<file path="src/rtl/y86_pkg.sv">
`default_nettype none
// ============================================================================
// Module      : y86_pkg
// Description : Shared Y86-64 encodings for the execute stage and its ALU.
// Revision    : 1.0 - initial release
// ============================================================================
package y86_pkg;

    localparam logic [3:0] c_icode_halt   = 4'h0;
    localparam logic [3:0] c_icode_nop    = 4'h1;
    localparam logic [3:0] c_icode_rrmovq = 4'h2;
    localparam logic [3:0] c_icode_irmovq = 4'h3;
    localparam logic [3:0] c_icode_rmmovq = 4'h4;
    localparam logic [3:0] c_icode_mrmovq = 4'h5;
    localparam logic [3:0] c_icode_opq    = 4'h6;
    localparam logic [3:0] c_icode_jxx    = 4'h7;
    localparam logic [3:0] c_icode_call   = 4'h8;
    localparam logic [3:0] c_icode_ret    = 4'h9;
    localparam logic [3:0] c_icode_pushq  = 4'hA;
    localparam logic [3:0] c_icode_popq   = 4'hB;

    localparam logic [3:0] c_alu_add = 4'h0;
    localparam logic [3:0] c_alu_sub = 4'h1;
    localparam logic [3:0] c_alu_and = 4'h2;
    localparam logic [3:0] c_alu_xor = 4'h3;

    localparam logic [3:0] c_cond_yes = 4'h0;
    localparam logic [3:0] c_cond_le  = 4'h1;
    localparam logic [3:0] c_cond_l   = 4'h2;
    localparam logic [3:0] c_cond_e   = 4'h3;
    localparam logic [3:0] c_cond_ne  = 4'h4;
    localparam logic [3:0] c_cond_ge  = 4'h5;
    localparam logic [3:0] c_cond_g   = 4'h6;

    localparam logic [3:0] c_stat_aok = 4'h1;
    localparam logic [3:0] c_stat_hlt = 4'h2;
    localparam logic [3:0] c_stat_adr = 4'h3;
    localparam logic [3:0] c_stat_ins = 4'h4;

    localparam logic [3:0] c_rnone = 4'hF;

    localparam logic [3:0] c_bubble_stat  = c_stat_aok;
    localparam logic [3:0] c_bubble_icode = c_icode_nop;
    localparam logic       c_bubble_cnd   = 1'b0;

    // Condition codes are packed {ZF,SF,OF}.
    function automatic logic cond_eval(input logic [3:0] ifun, input logic [2:0] cc);
        logic zf;
        logic lt;
        zf = cc[2];
        lt = cc[1] ^ cc[0];
        case (ifun)
            c_cond_yes: cond_eval = 1'b1;
            c_cond_le:  cond_eval = lt | zf;
            c_cond_l:   cond_eval = lt;
            c_cond_e:   cond_eval = zf;
            c_cond_ne:  cond_eval = ~zf;
            c_cond_ge:  cond_eval = ~lt;
            c_cond_g:   cond_eval = ~lt & ~zf;
            default:    cond_eval = 1'b0;
        endcase
    endfunction

endpackage
`default_nettype wire

</file>
<file path="src/rtl/y86_execute_stage_alu.sv">
`default_nettype none
// ============================================================================
// Module      : y86_alu
// Description : Combinational Y86-64 ALU producing the result and {ZF,SF,OF}.
// Revision    : 1.0 - initial release
// ============================================================================
module y86_alu
    import y86_pkg::*;
#(
    parameter int DATA_W = 64
) (
    input  logic [DATA_W-1:0] i_alu_a,
    input  logic [DATA_W-1:0] i_alu_b,
    input  logic [3:0]        i_alu_fun,
    output logic [DATA_W-1:0] o_val_e,
    output logic [2:0]        o_flags
);

    logic [DATA_W-1:0] w_result;
    logic              w_of;
    logic              w_sa;
    logic              w_sb;
    logic              w_sr;

    always_comb begin
        w_result = '0;
        case (i_alu_fun)
            c_alu_add: w_result = i_alu_b + i_alu_a;
            c_alu_sub: w_result = i_alu_b - i_alu_a;
            c_alu_and: w_result = i_alu_b & i_alu_a;
            c_alu_xor: w_result = i_alu_b ^ i_alu_a;
            default:   w_result = '0;
        endcase
    end

    assign w_sa = i_alu_a[DATA_W-1];
    assign w_sb = i_alu_b[DATA_W-1];
    assign w_sr = w_result[DATA_W-1];

    // Signed overflow: the result sign disagrees with B when the operand signs make that impossible.
    always_comb begin
        w_of = 1'b0;
        case (i_alu_fun)
            c_alu_add: w_of = (w_sa == w_sb) && (w_sr != w_sb);
            c_alu_sub: w_of = (w_sa != w_sb) && (w_sr != w_sb);
            default:   w_of = 1'b0;
        endcase
    end

    assign o_val_e = w_result;
    assign o_flags = {(w_result == '0), w_sr, w_of};

endmodule
`default_nettype wire

</file>
<file path="src/rtl/y86_execute_stage.sv">
`default_nettype none
// ============================================================================
// Module      : y86_execute_stage
// Description : Y86-64 execute stage: operand select, ALU, CC register and M register.
// Revision    : 1.0 - initial release
// ============================================================================
module y86_execute_stage
    import y86_pkg::*;
#(
    parameter int         DATA_W = 64,
    parameter logic [3:0] RNONE  = 4'hF
) (
    input  logic              clk,
    input  logic              reset,
    input  logic [3:0]        E_stat,
    input  logic [3:0]        E_icode,
    input  logic [3:0]        E_ifun,
    input  logic [DATA_W-1:0] E_valC,
    input  logic [DATA_W-1:0] E_valA,
    input  logic [DATA_W-1:0] E_valB,
    input  logic [3:0]        E_dstE,
    input  logic [3:0]        E_dstM,
    input  logic [3:0]        m_stat,
    input  logic [3:0]        W_stat,
    input  logic              M_bubble,
    input  logic              M_stall,
    output logic [DATA_W-1:0] e_valE,
    output logic [3:0]        e_dstE,
    output logic              e_Cnd,
    output logic [3:0]        M_stat,
    output logic [3:0]        M_icode,
    output logic              M_Cnd,
    output logic [DATA_W-1:0] M_valE,
    output logic [DATA_W-1:0] M_valA,
    output logic [3:0]        M_dstE,
    output logic [3:0]        M_dstM,
    output logic [2:0]        cc
);

    localparam logic [DATA_W-1:0] c_pos8 = DATA_W'(8);
    localparam logic [DATA_W-1:0] c_neg8 = ~DATA_W'(7);

    logic [DATA_W-1:0] w_alu_a;
    logic [DATA_W-1:0] w_alu_b;
    logic [3:0]        w_alu_fun;
    logic [2:0]        w_new_cc;
    logic              w_set_cc;
    logic [2:0]        r_cc;

    always_comb begin
        w_alu_a = '0;
        case (E_icode)
            c_icode_rrmovq, c_icode_opq:                     w_alu_a = E_valA;
            c_icode_irmovq, c_icode_rmmovq, c_icode_mrmovq: w_alu_a = E_valC;
            c_icode_call, c_icode_pushq:                     w_alu_a = c_neg8;
            c_icode_ret, c_icode_popq:                       w_alu_a = c_pos8;
            default:                                         w_alu_a = '0;
        endcase
    end

    always_comb begin
        w_alu_b = '0;
        case (E_icode)
            c_icode_rmmovq, c_icode_mrmovq, c_icode_opq, c_icode_call,
            c_icode_ret, c_icode_pushq, c_icode_popq:        w_alu_b = E_valB;
            default:                                         w_alu_b = '0;
        endcase
    end

    assign w_alu_fun = (E_icode == c_icode_opq) ? E_ifun : c_alu_add;

    y86_alu #(
        .DATA_W (DATA_W)
    ) u_alu (
        .i_alu_a   (w_alu_a),
        .i_alu_b   (w_alu_b),
        .i_alu_fun (w_alu_fun),
        .o_val_e   (e_valE),
        .o_flags   (w_new_cc)
    );

    // An exception anywhere downstream freezes CC so later instructions cannot alter visible state.
    assign w_set_cc = (E_icode == c_icode_opq) && (E_stat == c_stat_aok) &&
                      (m_stat == c_stat_aok) && (W_stat == c_stat_aok);

    always_ff @(posedge clk) begin
        if (reset) begin
            r_cc <= 3'b100;
        end else if (w_set_cc) begin
            r_cc <= w_new_cc;
        end
    end

    assign cc = r_cc;

    assign e_Cnd  = ((E_icode == c_icode_rrmovq) || (E_icode == c_icode_jxx)) ?
                    cond_eval(E_ifun, r_cc) : 1'b1;
    assign e_dstE = ((E_icode == c_icode_rrmovq) && !e_Cnd) ? RNONE : E_dstE;

    always_ff @(posedge clk) begin
        if (reset || M_bubble) begin
            M_stat  <= c_bubble_stat;
            M_icode <= c_bubble_icode;
            M_Cnd   <= c_bubble_cnd;
            M_valE  <= '0;
            M_valA  <= '0;
            M_dstE  <= RNONE;
            M_dstM  <= RNONE;
        end else if (!M_stall) begin
            M_stat  <= E_stat;
            M_icode <= E_icode;
            M_Cnd   <= e_Cnd;
            M_valE  <= e_valE;
            M_valA  <= E_valA;
            M_dstE  <= e_dstE;
            M_dstM  <= E_dstM;
        end
    end

endmodule
`default_nettype wire

</file>
<file path="config.mk">
export PLATFORM = sky130hd
export DESIGN_NAME = y86_execute_stage
export DESIGN_NICKNAME = d
export VERILOG_FILES = /design/src/rtl/y86_pkg.sv /design/src/rtl/y86_execute_stage_alu.sv /design/src/rtl/y86_execute_stage.sv
export SDC_FILE = /design/constraint.sdc
export NUM_CORES = 1
export LEC_CHECK = 0
export ABC_AREA = 1
export CORE_UTILIZATION = 29
export CTS_CLUSTER_SIZE = 40
export DETAILED_ROUTE_END_ITERATION = 7
export DONT_BUFFER_PORTS = 1
export SYNTH_ARGS = -nofsm -noshare
export SYNTH_HDL_FRONTEND = slang
export SYNTH_SLANG_ARGS = --single-unit
</file>
<file path="constraint.sdc">
create_clock -name clk -period 9.4 [get_ports clk]
set_input_delay 1.41 -clock clk [delete_from_list [all_inputs] [get_ports clk]]
set_output_delay 1.41 -clock clk [all_outputs]
set_load 0.01 [all_outputs]
</file>
After elaboration in Yosys (flattened, before gate mapping)
Cells that the tools add are included.
W data, S select, Z words.
- register bits after elaboration: 148
- input bits: 224
- output and inout port bits: 217
- word-level logic and storage cells: 67
- add/subtract/negate cells: 2
- equal/unequal tests: 25
- mux-type cells: 8
- bitwise operators: 7
- reductions and logical operators: 17
- operators with widths (cell ; count):
    $pmux W64 S4 ; 2
    $add A64 B64 Y64 ; 1
    $and A64 B64 Y64 ; 1
    $logic_not A64 Y1 ; 1
    $mux W64 ; 1
    $sub A64 B64 Y64 ; 1
    $xor A64 B64 Y64 ; 1
    $eq A4 B3 Y1 const B ; 7
    $eq A4 B2 Y1 const B ; 6
    $eq A4 B1 Y1 const B ; 5
    $eq A4 B4 Y1 const B ; 4
    $logic_not A4 Y1 ; 2
    $mux W4 ; 2
    $pmux W1 S7 ; 1
    $reduce_or A7 Y1 ; 1
    $logic_and A1 B1 Y1 ; 6
    $reduce_or A2 Y1 ; 3
    $reduce_or A3 Y1 ; 1
    $logic_or A1 B1 Y1 ; 2
    $ne A1 B1 Y1 ; 2
    $not A1 Y1 ; 2
    $pmux W1 S2 ; 1
    $and A1 B1 Y1 ; 1
    $eq A1 B1 Y1 ; 1
    other kinds (4) ; 4

Longest topological paths before layout
- depth in word-level cells: 8
- mapped depth: 39
- depth with buffers taken out: 38

Cells and area by module
Synthesis repeated with hierarchy kept, for this count alone.
- cell total of the unflattened synthesis: 3006
- area, all modules: 17697.0 µm²
- by module, submodules not included (module ; instances ; cells an instance ; area an instance (µm²) ; seq. area each (µm²)):
    y86_alu ; 1 ; 1960 ; 10102.2 ; 0.0
    y86_execute_stage ; 1 ; 1046 ; 7594.8 ; 2962.8

Worst setup path after synthesis
OpenSTA, ideal clock, no wires.
- path type: input-to-output
- start: input port E_icode[0]
- end: output port e_valE[63]
- arrival time: 4.941 ns
- required time: 7.990 ns
- path slack: 3.049 ns
- cell stages on the path: 28
- path buffers: 2
- path through: inv_2 nand2_2 nor2_2 buf_2 a22oi_2 ha_1 nand4_1 nor2_2 nand2_1 nor2_4 nand4_1 nand2_1 o21a_1 o21ai_1 xor2_1 ha_1 nand2_1 nor2_1 nand2_1 nor4_1 o21ai_0 nand3_1 nand2_1 nand2_1 nand3_1 nand3_2 nand2_2 buf_4
- word-level cells in the longest chain between the ends: 5
- elaborated cells between the ends (all ways): 26
- classes of those cells: 2 x add/sub; 12 x eq/ne; 4 x mux; 2 x bitwise; 6 x reduce/logical
- ends and longest elaborated chain (what ; RTL line ; source):
    start, declared ; y86_execute_stage.sv:16 ; input logic [3:0] E_icode,
    $eq A4 B3 Y1 (tied with other cells) ; y86_execute_stage.sv:52, y86_execute_stage.sv:63 ;
    $reduce_or A3 Y1 (tied with other cells) ; y86_execute_stage.sv:52 ; case (E_icode)
    $pmux W64 S4 or $mux W64 (tied branches) ; y86_execute_stage.sv:52, y86_execute_stage.sv:63 ;
    $sub A64 B64 Y64 (tied with other cells) ; y86_execute_stage_alu.sv:29 ; c_alu_sub: w_result = i_alu_b - i_alu_a;
    $pmux W64 S4 * ; y86_execute_stage_alu.sv:27 ; case (i_alu_fun)
    end, declared ; y86_execute_stage.sv:27 ; output logic [DATA_W-1:0] e_valE,
Mark *: on every way between the ends. The rest lies on a longest branch, timed or not.

Worst setup path after layout
- start: input port E_icode[3]
- end: output port e_valE[63]
The elaborated chain is that of the path after synthesis.

==> impl_metrics.toml <==
[global_routing]
grt_pass1_vias = 17800
antenna_found_initial = 1
top_usage_layer = "met2"
grt_util_met3 = 0.0535
grt_pass1_wl_um = 113000
use_met1 = 0.340
grt_use_met2 = 0.405
grt-ovfl-total = 0
grt_max_degree = 112
track_usage = 0.256

[synth]
synthArstFlopShare = 0
syn_inst = 2975
ys_warn_count = 0
syn_avg_cell_area_um2 = 5.65
synth_area_leaders = "dfxtp_1, nand2_1, inv_1, ha_1, nor2_1"
yosysUniqueCellTypes = 56
synth.yosys.seq_area_share = 0.176
syn_nets = 3325
syn_area_um2 = 16800
ys.flop_type = "dfxtp_1"
synth_edf_count = 0
ys_ff_latch = 148
synth_top_area_cell = "dfxtp_1"
synth_top_area_frac = 0.176

[detailed_routing]
dr.pass1.iters = 5
wire_per_inst_um = 21.0
routed_wl_um = 77500
drc = 0
drtAntennaViolNets = 0
vias = 18800
viasPerCell = 5.11
drt_iter0_drc = 1558

[setup_path]
cp-end-kind = "primary output"
crit_cells = 29
r2r_start = "cc[0]$_SDFFE_PP0P_"
worstPathMaxFanout = 61
slowest_delay_ns = 0.56
r2r_slack_ns = 7.32
crit_buf_inv = 4
cp-endpoint = "e_valE[63]"
r2r_cells = 8
crit_slowest_cell = "nor4_1"
startpoint_type = "input pin"
path_common_cell = "nand2_1"
startpoint = "E_icode[3]"
worstReg2RegEnd = "M_dstE[2]$_SDFFE_PP1N_"
crit_family = "simple AND/OR/NAND/NOR gates"
crit_type = "input pin to primary output"
crit_arrival_ns = 6.90
crit_required_ns = 7.99

[run_status]
status = "finished, final reports clean"

[finish]
mostFrequentLayoutCell = "nand2_1"
finalNetCount = 3261
drive_gt1_frac = 0.0506
fillers = 6547
regArea_um2 = 2960
multiInputGateArea_um2 = 11300
mostFrequentLayoutCells = "nand2_1, inv_1, nor2_1"
area_growth_pct = 7.60
stdcell_area_um2 = 18100

[timing]
rsz0062_at_grt = "false"
tns_ns = 0
slew_viol_final = 0
tightest_slew_ns = 0.931
period_needed_ns = 8.31
fin_crit_sh = 0.884
hold-worst-slack_ns = 0.508
setup_viol = 0
relSlewSlack = 0.380
skew_ns = 0.00761
hold_viol_final = 0
max_freq_mhz = 120

[clock_network]
cts_buffer_depth = 2
htreeDepth = 4
cts_made_buffers = 17
cts.sinks = 148
postCtsHoldBufs = 0
cts_tree = "built"
path_clk_slew_ns = 0.07
worstSkewPairLatency_ns = 0.49
post_cts_resized = 0
root_buffer = "clkbuf_16"
post-cts-setup-buffer-count = 0

[die]
rows = 87
die_y_um = 243
die_w_um = 243
coreArea_um2 = 56800
start_util = 0.296
ios = 441
die_area_um2 = 58900

[worst_hold_path]
hp-class = "flip-flop to flip-flop"

[placement]
placed_area_um2 = 17500
port-buffer-count = 0
gp_congestion = 0.999
dp_hpwl_um = 63900

[pwr]
ir_drop_mv = 0.144
finalPower_uw = 2360
p_per_area_nw_per_um2 = 130
leakage_uw = 0.0101

[job]
max_cap_violations = 0
-- how the worst min path moves through the flow --
stage                                 from                endpoint  slack, ns  cells after the start
floorplan           M_valA[4]$_SDFFE_PP0N_  M_valA[4]$_SDFFE_PP0N_       0.48                      2
detailed placement  M_valA[4]$_SDFFE_PP0N_  M_valA[4]$_SDFFE_PP0N_       0.50                      2
finish              M_valA[4]$_SDFFE_PP0N_  M_valA[4]$_SDFFE_PP0N_       0.51                      2
CTS                 M_valA[4]$_SDFFE_PP0N_  M_valA[4]$_SDFFE_PP0N_       0.51                      2
global placement    M_valA[4]$_SDFFE_PP0N_  M_valA[4]$_SDFFE_PP0N_       0.49                      2
global route        M_stat[2]$_SDFFE_PP0N_  M_stat[2]$_SDFFE_PP0N_       0.53                      2
-- worst register-to-register path, delay by kind of cell, from the launching register on --
family	cells	cell delay [ns]
buffers and inverters	1	0.09
AOI/OAI and AO/OA	2	0.50
xor gates and xnor gates	1	0.34
and+or+nand+nor	4	0.60
DFF	1	0.41
-- final cells by class --
type,instances,share of cell area
Multi-Input combinational cell,2166,0.627
Sequential cell,148,0.164
Inverter,564,0.117
Tap cell,756,0.0523
Clock buffer,17,0.0235
Clock inverter,15,0.0101
Timing Repair Buffer,14,0.00581
Antenna cell,2,0.000277
-- metal layers --
layer	vias to the layer above	wire (um)	share of wire
met5	-	0	0
li1	9281	-	-
met3	114	6250	0.081
met2	837	33800	0.44
met1	8597	34900	0.45
met4	0	2480	0.032
-- metrics by stage --
step	instances	utilization	setup slack, ns
after detailed placement	3648	0.307	1.12
after floorplan	2975	-	3.05
after global routing	3681	0.318	0.547
after global placement	3648	0.307	1.24
after CTS	3680	0.318	1.11
final	3682	0.318	1.09
-- synthesized netlist by cell type (all sizes together) (2+ instances only) --
master,number
ha,125
a31oi,4
a22o,42
nor3,16
o211ai,29
nor4,8
a21oi,215
nand3,185
o31ai,2
buf,26
o21ai,162
or2,9
clkbuf,71
o21a,5
xor2,48
a21o,3
nand4,55
nand2,789
o21bai,11
a22oi,4
nand2b,2
nor2,412
dfxtp,148
nand3b,13
inv,563
xnor2,18
-- cells by family (layout without fill, tap and decap cells) --
| group | after synthesis | in the layout | share of synthesized area |
|---|---|---|---|
| compound gates | 483 | 483 | 0.172 |
| xor+xnor | 66 | 66 | 0.0344 |
| fa+ha+maj | 126 | 126 | 0.0943 |
| buf+inv | 661 | 610 | 0.152 |
| flops | 148 | 148 | 0.176 |
| other cells | 0 | 2 | 0 |
| simple gates | 1491 | 1491 | 0.371 |
-- where the power goes --
group | leakage [uW] | total (uW) | switching, uW | internal (uW)
Sequential | 0.00121 | 688 | 32.8 | 655
Clock | 0.000300 | 748 | 364 | 383
Combinational | 0.00859 | 921 | 673 | 248
Total | 0.0101 | 2360 | 1070 | 1290
-- sequential cells by signal, summed over array words and instances (netlist names) --
| signal | cells |
|---|---|
| M_valA | 64 |
| M_valE | 64 |
| M_dstE | 4 |
| M_dstM | 4 |
| M_icode | 4 |
| M_stat | 4 |
| cc | 3 |
| M_Cnd | 1 |
Note: power is estimated with default switching activity, not from simulation.
